## src/rtl/bus_arbiter.sv

```systemverilog
// bus_arbiter: round-robin arbiter and transfer sequencer
// for the shared 8-bit crypto data bus (four modules, IDs 0-3).
module bus_arbiter #(
    parameter int MAX_BEATS = 32,
    parameter int TIMEOUT   = 16
) (
    input  logic       clk,
    input  logic       reset,
    input  logic [3:0] req,
    input  logic [7:0] req_dest,
    input  logic [3:0] src_valid,
    input  logic [3:0] src_last,
    input  logic [3:0] dst_ready,
    output logic [3:0] grant,
    output logic [1:0] bus_src_id,
    output logic [1:0] bus_dst_id,
    output logic [3:0] dst_sel,
    output logic       bus_valid,
    output logic       bus_ready,
    output logic       busy,
    output logic       timeout_err,
    output logic       self_err
);

    typedef enum logic {IDLE, XFER} state_t;

    state_t     state;
    logic [1:0] ptr;
    logic [7:0] beat_cnt;
    logic [7:0] stall_cnt;

    logic       hit;
    logic       skip;
    logic [1:0] win;
    logic [1:0] idx;
    logic [1:0] win_dest;

    logic       xfer;
    logic       beat;
    logic       end_last;
    logic       end_cap;
    logic       end_abort;
    logic       end_to;
    logic       done;

    // Round-robin search from ptr+1; note self-addressed requesters passed over
    always_comb begin
        hit  = 1'b0;
        skip = 1'b0;
        win  = 2'd0;
        idx  = 2'd0;
        for (int k = 1; k <= 4; k++) begin
            idx = ptr + 2'(k);
            if (!hit && req[idx]) begin
                if (req_dest[{idx, 1'b0} +: 2] == idx) begin
                    skip = 1'b1;
                end else begin
                    hit = 1'b1;
                    win = idx;
                end
            end
        end
        win_dest = req_dest[{win, 1'b0} +: 2];
    end

    assign xfer      = (state == XFER);
    assign bus_valid = xfer & src_valid[bus_src_id];
    assign bus_ready = xfer & dst_ready[bus_dst_id];
    assign beat      = bus_valid & bus_ready;

    assign end_last  = beat & src_last[bus_src_id];
    assign end_cap   = beat & ((beat_cnt + 8'd1) == 8'(MAX_BEATS));
    assign end_abort = ~req[bus_src_id];
    assign end_to    = ~beat & (stall_cnt == 8'(TIMEOUT - 1));
    assign done      = end_last | end_cap | end_abort | end_to;

    // Grant/release FSM with registered bus-control outputs and counters
    always_ff @(posedge clk) begin
        if (reset) begin
            state       <= IDLE;
            ptr         <= 2'd3;
            beat_cnt    <= 8'd0;
            stall_cnt   <= 8'd0;
            grant       <= 4'd0;
            bus_src_id  <= 2'd0;
            bus_dst_id  <= 2'd0;
            dst_sel     <= 4'd0;
            busy        <= 1'b0;
            timeout_err <= 1'b0;
            self_err    <= 1'b0;
        end else begin
            timeout_err <= 1'b0;
            self_err    <= 1'b0;
            unique case (state)
                IDLE: begin
                    self_err <= skip;
                    if (hit) begin
                        state      <= XFER;
                        ptr        <= win;
                        grant      <= 4'b0001 << win;
                        bus_src_id <= win;
                        bus_dst_id <= win_dest;
                        dst_sel    <= 4'b0001 << win_dest;
                        busy       <= 1'b1;
                        beat_cnt   <= 8'd0;
                        stall_cnt  <= 8'd0;
                    end
                end
                XFER: begin
                    if (done) begin
                        state       <= IDLE;
                        grant       <= 4'd0;
                        bus_src_id  <= 2'd0;
                        bus_dst_id  <= 2'd0;
                        dst_sel     <= 4'd0;
                        busy        <= 1'b0;
                        timeout_err <= end_to & ~(end_last | end_cap | end_abort);
                    end else if (beat) begin
                        beat_cnt  <= beat_cnt + 8'd1;
                        stall_cnt <= 8'd0;
                    end else begin
                        stall_cnt <= stall_cnt + 8'd1;
                    end
                end
                default: state <= IDLE;
            endcase
        end
    end

endmodule

```

## config.mk

```make
export PLATFORM = sky130hd
export DESIGN_NAME = bus_arbiter
export DESIGN_NICKNAME = d
export VERILOG_FILES = /design/src/rtl/bus_arbiter.sv
export SDC_FILE = /design/constraint.sdc
export NUM_CORES = 1
export LEC_CHECK = 0
export BUFFER_PORTS_ARGS = -buffer_cell sky130_fd_sc_hd__buf_4
export CORE_ASPECT_RATIO = 1.75
export CORE_UTILIZATION = 45
export CTS_CLUSTER_DIAMETER = 40
export CTS_CLUSTER_SIZE = 14
export DETAILED_ROUTE_END_ITERATION = 6
export GPL_TIMING_DRIVEN = 0
export PLACE_DENSITY = 0.78
export SYNTH_ARGS = -nofsm -noshare
export SYNTH_HDL_FRONTEND = slang
export SYNTH_SLANG_ARGS = --single-unit
```

## constraint.sdc

```tcl
create_clock -name clk -period 3.2 [get_ports clk]
set_input_delay 0 -clock clk [delete_from_list [all_inputs] [get_ports clk]]
set_output_delay 0 -clock clk [all_outputs]
set_load 0.01 [all_outputs]
```

## Word-level counts from Yosys, hierarchy flattened

Index checks and enable logic that the tools add are counted.

- Input bits: 26
- Output and inout port bits: 17
- Register bits: 34
- Logic and storage cells: 129

- Shift-type cells: 7
- Equal/unequal tests: 10
- Magnitude comparators: 6
- Bitwise logic cells: 15
- Muxes and demuxes: 63
- Add/subtract/negate cells: 5
- Reductions and logical operators: 12

Operators with widths:

| kind | number |
|---|---|
| 2-to-1 mux 8 bit | 5 |
| indexed part select 8 x 4 -> 2 bit | 5 |
| case mux 8 bit (2 select lines) | 2 |
| 2-to-1 mux 1 bit | 28 |
| 2-to-1 mux 2 bit | 11 |
| less-than comparator 2 x 3 -> 1 bit (second input constant) | 6 |
| adder 8 x 1 -> 8 bit (second input constant) | 2 |
| binary-select mux 1 bit (select 2 bit) | 8 |
| case mux 4 bit (2 select lines) | 2 |
| 2-to-1 mux 4 bit | 3 |
| == test 2 bit | 4 |
| == test 8 x 4 -> 1 bit (second input constant) | 1 |
| == test 8 x 6 -> 1 bit (second input constant) | 1 |
| case mux 2 bit (2 select lines) | 2 |
| << shifter 1 x 2 -> 4 bit (first input constant) | 2 |
| AND 1 bit | 7 |
| AND reduction 2 bit | 3 |
| NOT 1 bit | 5 |
| adder 2 bit (second input constant) | 2 |
| inequality test 2 x 1 -> 1 bit (second input constant) | 2 |
| inequality test 2 bit (second input constant) | 2 |
| case mux 1 bit (2 select lines) | 2 |
| logical AND 1 bit | 3 |
| logical NOT 1 bit | 3 |
| other kinds (5) | 7 |

## Logic depth before layout (Yosys ltp)

- Depth after elaboration: 18
- Depth in mapped cells: 11

## Least setup slack after synthesis

No wires, ideal clock.

- Kind: reg-to-reg
- From: reg ptr[1]
- To: reg dst_sel[3]
- Arrival time: 2397 ps
- Cell stages (with the launch flop): 9
- Slack: 686 ps
- Period minus slack after synthesis: 2514 ps
- Cell sequence: dfxtp_1 buf_6 mux2i_1 a2bb2oi_2 o311ai_4 a22oi_4 mux4_2 mux2_2 a22o_1

- Word-level cells in the longest chain between the ends: 18

RTL lines:

| item | line | text |
|---|---|---|
| from (decl) | 28 | `logic [1:0] ptr;` |
| from (signal assigned) | 99 | `ptr <= win;` |
| adder 2 x 1 -> 2 bit | 53 | `idx = ptr + 2'(k);` |
| indexed part select 8 x 4 -> 2 bit | 55 | `if (req_dest[{idx, 1'b0} +: 2] == idx) begin` |
| == test 2 bit | 55 |  |
| 2-to-1 mux 1 bit | 55 |  |
| 2-to-1 mux 1 bit | 54 | `if (!hit && req[idx]) begin` |
| logical NOT 1 bit | 54 |  |
| logical AND 1 bit | 54 |  |
| 2-to-1 mux 1 bit | 54 |  |
| (+2 left out) | n/a |  |
| 2-to-1 mux 1 bit | 54 |  |
| logical NOT 1 bit | 54 |  |
| logical AND 1 bit | 54 |  |
| 2-to-1 mux 2 bit | 54 |  |
| indexed part select 8 x 4 -> 2 bit | 63 | `win_dest = req_dest[{win, 1'b0} +: 2];` |
| << shifter 1 x 2 -> 4 bit | 103 | `dst_sel <= 4'b0001 << win_dest;` |
| 2-to-1 mux 4 bit | 97 | `if (hit) begin` |
| case mux 4 bit (2 select lines) | 94 | `unique case (state)` |
| to (signal assigned) | 103 |  |
| to (decl) | 17 | `output logic [3:0] dst_sel,` |

Parallel ways exist; a longest one is shown, timed or not. The select of a mux whose other input is x is not followed.
A chain may end at the register's enable or synchronous reset.

## Worst setup path in the final report

Same ends and word-level chain as after synthesis.

==> key figures <==
Outcome
  • Status: complete, but fails checks
  • Failing checks: design-rule violations

Finish
  • Commonest cells after routing, fill and taps aside: 43 x buf_4, 34 x dfxtp_1, 28 x nand2_1
  • Inserted Diodes: 0
  • Nets: about 360
  • # fillers: 483
  • Share of layout cells above drive strength 1: 0.231
  • Synthesis-to-finish area growth: 19.7%
  • Commonest non-fill, non-tap cell in the layout: buf_4
  • Core Util, Final: 0.564

Synthesis
  • Seq/Total Area, Yosys: 0.288
  • Mapped Cells: 281
  • Post-synth EDFFs: 0
  • Synth warn: 0
  • Ys async rst share: 0
  • Syn Area/Cell: 8.42 sq um
  • Number of synthesized register bits: 34
  • Synth unique cells: 67
  • Syn nets: 310
  • Primary FF master, synth: dfxtp_1
  • Post-Syn Area: 2360 sq um

Die
  • Initial Util: 0.471
  • Die Area: 5560 sq um
  • # rows: 34
  • # IOs: 43
  • Chip Width: around 57 microns
  • Die Y: between 90 and 100 microns
  • Core Region: roughly 5000 sq um

Timing
  • Final setup fails: 0
  • Tmin final: between 2 and 3 ns
  • Relative slew slack: 0.554
  • Final worst path period share: 0.913
  • Final hold violation count: 0
  • Final max-slew violation count: 0
  • Achievable clock frequency: 342 MHz
  • Worst Clk Skew: 0.00529 ns
  • Worst slew pin tran: 0.662 ns
  • RSZ-0062 raised after global routing: false
  • Setup TNS: 0 ns

Global route
  • Grt ovf: 0
  • First-pass GRT wire length: between 10000 and 15000 microns
  • Number of global-route vias before repair: 2431
  • Pin count of the biggest net entering global routing: 11
  • Initial antenna violation count: 0
  • Gr usage total: 0.255

Detailed routing
  • Antenna viol nets, final: 0
  • WL met3: about 240 microns
  • Post-Route M1 WL: 2460 microns
  • Post-route DRC: 2
  • Metal2 WL: 3690 microns
  • Post-Route WL: 6640 microns
  • Iter 0 DRT Violations: 145
  • Top routing layer in use: met4
  • Vias: between 2000 and 2500
  • Drt pass-1 iters: 6
  • Vias per cell: between 6 and 7
  • Avg WL per Cell: 17.3 microns

Power
  • Maximum VDD drop: 0.375 mV
  • Power, Total: 0.00244 W
  • Power Density: between 800 and 900 nW/um^2
  • Leakage: 1.13 nW

Place
  • RePlAce Congestion: 0.895
  • IO Port Bufs: 42
  • DP Wirelength: between 5000 and 6000 microns

Clocking
  • Clk sinks: 34
  • Largest buffer count on any clock path: 2
  • Post-CTS setup buffers: 0
  • H-tree Lvls: 2
  • Clk root buf: clkbuf_8
  • Total CTS buffers: 5
  • Post-CTS sizing: 0
  • Clk_lat worst skew: between 0.2 and 0.3 ns
  • CTS tree: done
  • Reg clk slew, reported paths: 0.07 ns
  • Hold_buf cts: 0

Job
  • Max-cap viol count: 0

Setup path
  • CP max FO: 10
  • Startpoint types: flop
  • Crit end category: flop
  • WP data required: 3.38 ns
  • CP arrival: 3.10 ns
  • WS Path Type: flop to flop

Hold path
  • Hold Crit Class: input pin to flop
==> metrics by stage <==
| step | instances | area, sq um | setup WS [ns] | hold WS, ns |
|---|---|---|---|---|
| 2_1_floorplan | 281 | 2360 | 0.686 | 0.178 |
| 3_3_place_gp | 377 | 2750 | 0.332 | 0.339 |
| 3_5_place_dp | 377 | 2750 | 0.311 | 0.346 |
| 4_1_cts | 383 | 2830 | 0.304 | 0.0544 |
| 5_1_grt | 383 | 2830 | 0.0618 | 0.0674 |
| 6_report | 383 | 2830 | 0.277 | 0.0478 |
==> report_power, final <==
group | switching (W) | internal [W]
clock | 0.000149 | 0.000166
sequential | 0.0000950 | 0.000523
combinational | 0.000870 | 0.000641
==> flip-flops by register name, indices dropped and copies added, names as in the netlist, 2 cells and up <==
name        flops
bus_src_id      2
grant           4
beat_cnt        8
dst_sel         4
stall_cnt       8
bus_dst_id      2
ptr             2
==> per-layer routing <==
metal  global-route usage  vias to the layer above
met1                0.269                     1165
met5                    0                        -
met2                0.481                       84
met4                0.129                        0
met3               0.0318                       21
li1                     -                     1178
==> critical path: stages, from the launching register on <==
cell and delay [ns]:
dfxtp_1 0.42, buf_6 0.19, mux2i_1 0.37, a2bb2oi_2 0.43, o311ai_4 0.19, a22oi_4 0.36
mux4_2 0.38, mux2_2 0.29, a22o_1 0.19
==> cells by family (layout without fill, tap and decap cells) <==
logic type	count (synthesis)	in the layout	share of synthesized area
AOI/OAI and AO/OA	96	96	0.302
xor gates and xnor gates	4	4	0.0148
adders and majority gates	3	3	0.0159
buffers and inverters	23	71	0.0423
DFF	34	34	0.288
muxes	17	17	0.105
and+or+nand+nor	104	104	0.232
==> cell usage after synthesis (5+ instances only) <==
master     n  area, sq um
or3_1      7         43.8
nor3_1     5         25.0
a21oi_1   20          100
clkbuf_1   8         30.0
a31oi_1    5         31.3
mux4_2     6          135
nand4_1    8         50.1
nand3_1    7         35.0
nand2_1   28          105
dfxtp_1   34          681
mux2i_1    8         80.1
inv_1     11         41.3
nor2_1    20         75.1
o211ai_1   6         45.0
o21ai_0   16         80.1
==> layout make-up <==
type,count,area (sq um),share of cell area
tap,54,67.6,0.0239
buffer,12,58.8,0.0208
clock buffer,6,82.6,0.0292
multi-input combinational,224,1580,0.560
timing repair buffer,42,315,0.111
inverter,11,41.3,0.0146
sequential,34,681,0.240
==> worst paths after layout <==
path | startpoint | to | slack [ns] | cells after the start
setup / recovery | ptr[1]$_SDFFE_PP1P_ | dst_sel[3]$_SDFFE_PP0P_ | 0.28 | 8
hold / removal | reset | ptr[0]$_SDFFE_PP1P_ | 0.05 | 3
setup reg to reg | ptr[1]$_SDFFE_PP1P_ | dst_sel[3]$_SDFFE_PP0P_ | 0.28 | 8
hold reg to reg | beat_cnt[7]$_SDFFE_PP0P_ | beat_cnt[7]$_SDFFE_PP0P_ | 0.47 | 1
No activity file was read; power rests on OpenSTA's default activity.
